`src/rtl/fifo_rd_adapter_if.sv`:
```
// Read-side handshake bundle: FIFO read port plus the downstream valid/ready stream.
// The master modport is the adapter; the slave modport is the FIFO/consumer environment.
interface fifo_rd_adapter_if #(
    parameter int DATA_SIZE = 8,
    parameter int CNT_W     = 16
);
    logic                 rempty;
    logic [DATA_SIZE-1:0] rdata;
    logic                 rinc;
    logic [DATA_SIZE-1:0] m_data;
    logic                 m_valid;
    logic                 m_ready;
    logic [CNT_W-1:0]     rd_count;

    modport master (
        input  rempty, rdata, m_ready,
        output rinc, m_data, m_valid, rd_count
    );

    modport slave (
        output rempty, rdata, m_ready,
        input  rinc, m_data, m_valid, rd_count
    );
endinterface

```
`src/rtl/fifo_rd_adapter.sv`:
```
// FIFO read-port drain into a registered 2-entry valid/ready stream (read clock domain).
// Optional delivered-word counter enabled by defining FIFO_RD_ADAPT_CNT_EN.
//
// state | meaning
// EMPTY | no word buffered, m_valid low
// ONE   | head holds the word on m_data
// TWO   | head + skid full, FIFO pops stall
module fifo_rd_adapter #(
    parameter int DATA_SIZE = 8,
    parameter int CNT_W     = 16
) (
    input  logic              rclk,
    input  logic              rrst,
    fifo_rd_adapter_if.master bus
);
    typedef enum logic [1:0] {
        EMPTY = 2'd0,
        ONE   = 2'd1,
        TWO   = 2'd2
    } state_t;

    state_t               state, state_nxt;
    logic [DATA_SIZE-1:0] head, head_nxt;
    logic [DATA_SIZE-1:0] skid, skid_nxt;
    logic                 valid_q;
    logic                 push;
    logic                 pop;

    // Pop strobe sees only registered occupancy and rempty, never m_ready.
    assign push = !rrst && !bus.rempty && (state != TWO);
    assign pop  = valid_q && bus.m_ready;

    always_comb begin
        state_nxt = state;
        head_nxt  = head;
        skid_nxt  = skid;
        case (state)
            EMPTY: begin
                if (push) begin
                    state_nxt = ONE;
                    head_nxt  = bus.rdata;
                end
            end
            ONE: begin
                if (push && !pop) begin
                    state_nxt = TWO;
                    skid_nxt  = bus.rdata;
                end else if (push && pop) begin
                    head_nxt  = bus.rdata;
                end else if (pop) begin
                    state_nxt = EMPTY;
                end
            end
            TWO: begin
                if (pop) begin
                    state_nxt = ONE;
                    head_nxt  = skid;
                end
            end
            default: begin
                state_nxt = EMPTY;
            end
        endcase
    end

    // Dedicated valid flop so m_valid stays glitch-free across ONE<->TWO encoding changes.
    always_ff @(posedge rclk or posedge rrst) begin
        if (rrst) begin
            state   <= EMPTY;
            head    <= '0;
            skid    <= '0;
            valid_q <= 1'b0;
        end else begin
            state   <= state_nxt;
            head    <= head_nxt;
            skid    <= skid_nxt;
            valid_q <= (state_nxt != EMPTY);
        end
    end

    assign bus.rinc    = push;
    assign bus.m_valid = valid_q;
    assign bus.m_data  = head;

`ifdef FIFO_RD_ADAPT_CNT_EN
    logic [CNT_W-1:0] cnt;

    always_ff @(posedge rclk or posedge rrst) begin
        if (rrst) begin
            cnt <= '0;
        end else if (pop) begin
            cnt <= cnt + CNT_W'(1);
        end
    end

    assign bus.rd_count = cnt;
`else
    assign bus.rd_count = '0;
`endif
endmodule
```
`src/flat_wrapper.sv`:
```
// flat-port wrapper written by rule: the top's interface ports become plain ports
module fifo_rd_adapter_flat 
#(
    parameter int DATA_SIZE = 8,
    parameter int CNT_W     = 16
)
  (rclk, rrst, bus_rempty, bus_rdata, bus_m_ready, bus_rinc, bus_m_data, bus_m_valid, bus_rd_count);
  fifo_rd_adapter_if #(.DATA_SIZE(DATA_SIZE), .CNT_W(CNT_W)) bus_i ();
  input  logic rclk;
  input  logic rrst;
  input wire logic [$bits(bus_i.rempty)-1:0] bus_rempty;
  input wire logic [$bits(bus_i.rdata)-1:0] bus_rdata;
  input wire logic [$bits(bus_i.m_ready)-1:0] bus_m_ready;
  output wire logic [$bits(bus_i.rinc)-1:0] bus_rinc;
  output wire logic [$bits(bus_i.m_data)-1:0] bus_m_data;
  output wire logic [$bits(bus_i.m_valid)-1:0] bus_m_valid;
  output wire logic [$bits(bus_i.rd_count)-1:0] bus_rd_count;
  assign bus_i.rempty = bus_rempty;
  assign bus_i.rdata = bus_rdata;
  assign bus_i.m_ready = bus_m_ready;
  assign bus_rinc = bus_i.rinc;
  assign bus_m_data = bus_i.m_data;
  assign bus_m_valid = bus_i.m_valid;
  assign bus_rd_count = bus_i.rd_count;
  fifo_rd_adapter #(.DATA_SIZE(DATA_SIZE), .CNT_W(CNT_W)) u_core (.rclk(rclk), .rrst(rrst), .bus(bus_i));
endmodule
```
`config.mk`:
```
export PLATFORM = sky130hd
export DESIGN_NAME = fifo_rd_adapter_flat
export DESIGN_NICKNAME = d
export VERILOG_FILES = /design/src/rtl/fifo_rd_adapter_if.sv /design/src/rtl/fifo_rd_adapter.sv /design/src/flat_wrapper.sv
export SDC_FILE = /design/constraint.sdc
export NUM_CORES = 1
export LEC_CHECK = 0
export CAP_MARGIN = 10
export CORE_MARGIN = 3
export CORE_UTILIZATION = 46
export DETAILED_ROUTE_END_ITERATION = 10
export PLACE_DENSITY = 0.83
export SYNTH_ARGS = -nofsm -noshare
export SYNTH_HDL_FRONTEND = slang
export SYNTH_SLANG_ARGS = --single-unit
```
`constraint.sdc`:
```
create_clock -name rclk -period 3.59 [get_ports rclk]
set_clock_uncertainty 0.15 [all_clocks]
set_input_delay 0.359 -clock rclk [delete_from_list [all_inputs] [get_ports rclk]]
set_output_delay 0.359 -clock rclk [all_outputs]
set_load 0.05 [all_outputs]
```
Word-level counts from Yosys, hierarchy flattened
Cells that the tools add are included.

Reduce and logical (&&, ||, !) cells: 13. Multiplexer cells: 11. Equal/unequal tests: 7.

Operator list (count): 8-bit two-way mux (4); 8-bit one-hot mux with 3 select lines (1); 2-bit two-way mux (5); 2-bit by 1-bit != test with 1-bit output (second input constant) (3); 2-bit one-hot mux with 3 select lines (1); 1-bit logical AND (5); 5-bit AND reduction (1); 2-bit != test (second input constant) (2); 1-bit logical NOT (3); 3-bit nonzero test (1); 2-bit by 1-bit == test with 1-bit output (second input constant) (1); 2-bit == test (second input constant) (1); 2-bit logical NOT (1); 2-bit AND reduction (1); 2-bit nonzero test (1).

Register bits: 19. Output and inout port bits: 26. Word-level logic and storage cells: 35.

Logic depth before layout (Yosys ltp)
Depth in word-level cells: 8. Depth in mapped cells: 4. Mapped depth without buffers: 3.

Worst setup path before layout
Ideal clock, no wire load.

Path kind: reg2out. Start: reg u_core.state[1]. End: out bus_rinc. Path slack: 1.270 ns. Path buffers: 1. Stages on the path, launching flop included: 4. Arrival time: 1.811 ns. Cells stage by stage: dfrtp_1 > nor2b_1 > clkbuf_1 > nor3_1.

Cells in the longest elaborated chain, start to end: 2.

RTL lines: start, declared (line fifo_rd_adapter.sv:22) `state_t state, state_nxt;`; start signal, assigned (line fifo_rd_adapter.sv:74) `state <= state_nxt;`; 2-bit != test (line fifo_rd_adapter.sv:30) `assign push = !rrst && !bus.rempty && (state != TWO);`; 1-bit logical AND (line fifo_rd_adapter.sv:30); end, declared (line flat_wrapper.sv:14) `output wire logic [$bits(bus_i.rinc)-1:0] bus_rinc;`.

Every way passes these cells.

Worst setup path in the final report
Ends and elaborated chain as after synthesis.

==> results.md <==
- Hold_buf cts: 0
- Count of cells along the worst register-to-register path: 3
- Placement-stage worst setup slack: between 1 and 1.5 ns
- Footprint of the flip-flops and latches: between 400 and 500 um2
- Clock tree root driver cell: sky130_fd_sc_hd__clkbuf_4
- Async SR Flop Fraction: 1.00
- HPWL after detailed placement: 1250 um
- Min-Delay Path Class: reg -> reg
- Primary FF master, synth: sky130_fd_sc_hd__dfrtp_1
- Final Hold Fails: 0
- Library cell occupying the most area in the post-synthesis netlist: sky130_fd_sc_hd__dfrtp_1
- Worst reg2reg endpoint: u_core.bus.m_data[0]$_DFFE_PP0P_
- Worst Setup Path Type: reg -> out
- Largest net degree at the start of global routing: 20
- Effective utilization at floorplan: 0.498
- Cell type group with the largest total delay on the critical path: buffers and inverters
- Number of stages on the worst hold path: 1
- 1st-iter DRT viols: 3
- Required time at the endpoint of the critical path: 3.08 ns
- Worst max-slew margin expressed relative to the limit: 0.530
- Total grt overflow: 0
- Number of buffers inserted by port buffering: 21
- Critical hold path startpoint: u_core.skid[5]$_DFFE_PP0P_
- Later-pin clock latency in the skew report: between 0.2 and 0.3 ns
- Clock tree from TritonCTS: done
- Total standard cell area after synthesis: 1010 um2
- GPL Wtd Cong: 0.729
- Core region area: 2020 um2
- Yosys warns: 0
- Static leakage power: ~0.53 nW
- Number of synthesized register bits: 19
- I/O pins: 38
- Number of distinct library cells after synthesis: 21
- Slack of the worst reg-to-reg path: approximately 1.8 ns
- CTS Buf Count: 3
- Number of standard cells in the final layout excluding fillers: roughly 130
- Total of fill cells in the finished design: 173
- Slew at the pin closest to its max-slew limit: slightly above 0.7 ns
- Final number of max-transition violations: 0
- Number of detailed-routing iterations run before antenna repair: 3
- Highest clock rate: 418 MHz
- Hold Crit Endpoint: u_core.skid[5]$_DFFE_PP0P_
- Via count: 615
- Syn avg cell area: 12.6 um2
- Combined area of the multi-input logic cells: about 460 um2
- Final setup violating endpoints: 0
- Count of instances resized after the clock tree is built: 0
- Clk slew on worst S/H paths: 0.10 ns
- CP max-delay cell: sky130_fd_sc_hd__clkdlybuf4s50_1
- Power density normalized to cell area: 875 nW/um2
- First-pass GRT wire length: 2720 um
- Buffers inserted during post-CTS setup optimization: 0
- Net count of the finished layout: 117
- Synth Instances: 80
- Count of flip-flops with a built-in enable after synthesis: 0
- Clock period minus worst slack: 2.39 ns
- RSZ-0062 raised after global routing: false
- Cell types with the highest counts after synthesis: 24 x sky130_fd_sc_hd__mux2_2, 19 x sky130_fd_sc_hd__dfrtp_1, 16 x sky130_fd_sc_hd__buf_4
- Total wirelength of the detailed-routed design: 1610 um
- Setup crit start kind: register
- Portion of the post-synthesis area used by sequential elements: 0.473
- Outcome: completed
- Delay of the slowest cell on the worst path: 0.83 ns
- Synthesis-to-finish area growth: 21.0%
- Setup tns final: 0 ns
- Number of buffers on the longest clock path: 2
- Share of the clock period used by the worst path: 0.666
- H-tree levels: 1
- Cell Chain, Critical Path: nor2b_1 > nor3_1 > clkdlybuf4s50_1
- Most common cell in the netlist: sky130_fd_sc_hd__mux2_2
- Via density: 4.69
- Synth top area cells: sky130_fd_sc_hd__dfrtp_1 47%, sky130_fd_sc_hd__mux2_2 27%, sky130_fd_sc_hd__buf_4 12%
- Critical path depth in cells: 3
- Post-route DRC: 0
- Post-synth top area share: 0.473
- Largest driver fanout on the critical path: 7
- Die Span Y: 52.8 um
- Launching point of the worst reg2reg path: u_core.state[1]$_DFF_PP0_
- Final antenna-violating net count: 0
- Worst IR drop on VDD: between 0.4 and 0.5 mV
- Vias in the first global route: 604
- Number of diodes: 0
- Worst Setup End Kind: primary output
- Share of final-layout standard cells stronger than drive strength 1: 0.308
- All-layer global routing usage: 0.136
- Post-detailed-route wirelength per cell: 12.3 um
- Dpl cells: about 130
- Sinks on the clock net: 19
- Die Span X: 52.8 um
- Total die area: ~2800 um2
- Buffers and inverters on the worst path: 1
- Number of cell rows: 16
- Number of antenna violations at the first check in global routing: 0
- Setup slack after layout: 1.20 ns
- CP Data Arrival Time: 1.88 ns
- Number of maximum-capacitance constraint violations: 0
[how the worst max path moves through the flow]
stage                     to  slack [ns]                       from
detailed placement  bus_rinc        1.22                       rrst
CTS                 bus_rinc        1.19  u_core.state[1]$_DFF_PP0_
global placement    bus_rinc        1.26                       rrst
finish              bus_rinc        1.20  u_core.state[1]$_DFF_PP0_
floorplan           bus_rinc        1.27  u_core.state[1]$_DFF_PP0_
global route        bus_rinc        1.05  u_core.state[1]$_DFF_PP0_
[routing by layer]
metal / GRT usage / up-vias / wire length [um]
met5: 0 / - / 0
met4: 0.0638 / 0 / 6
met3: 0.0256 / 2 / 141
met2: 0.217 / 27 / 779
met1: 0.177 / 294 / 686
li1: - / 292 / -
[where the power goes]
group	total [mW]	internal (mW)	switching (mW)
clock network	0.104	0.0414	0.0624
logic	0.579	0.238	0.341
registers	0.382	0.321	0.0609
[layout by cell type (no fill, tap or decap), drive strengths merged]
master          n
mux2           24
clkdlybuf4s50  21
dfrtp          19
conb           16
clkbuf          3
nor3            2
nand2           2
inv             2
a21boi          1
nor2b           1
or3             1
nand2b          1
o22ai           1
and2            1
nor2            1
mux2i           1
nand3           1
a21o            1
o21ai           1
a22oi           1
o211ai          1
clkinv          1
buf             1
[layout make-up]
class                           instances  share of cell area
Clock buffer                            3              0.0185
Clock inverter                          1             0.00411
Inverter                                2             0.00617
Multi-Input combinational cell         57               0.374
Sequential cell                        19               0.391
Tap cell                               27              0.0277
Timing Repair Buffer                   22               0.179
[cells by family after synthesis]
logic type	count (synthesis)	synth area share
mux	25	0.279
flops	19	0.473
other cells	1	0.00373
compound gates	6	0.0585
buf+inv	19	0.131
simple gates	10	0.0560
[state kept, by name, indices dropped and copies added, names as in the netlist]
signal	count
u_core.bus.m_valid	1
u_core.skid	8
u_core.bus.m_data	8
u_core.state	2
[per-stage QoR]
stage,utilization,power (mW),instance area (um2),hold WS [ns]
6_report,0.602,1.06,1220,0.362
5_1_grt,0.602,1.13,1220,0.382
4_1_cts,0.602,1.08,1220,0.365
3_5_place_dp,0.588,0.972,1190,0.342
3_3_place_gp,0.588,0.954,1190,0.331
2_1_floorplan,-,0.813,1060,0.160
Power figures use the tool's default switching activity.
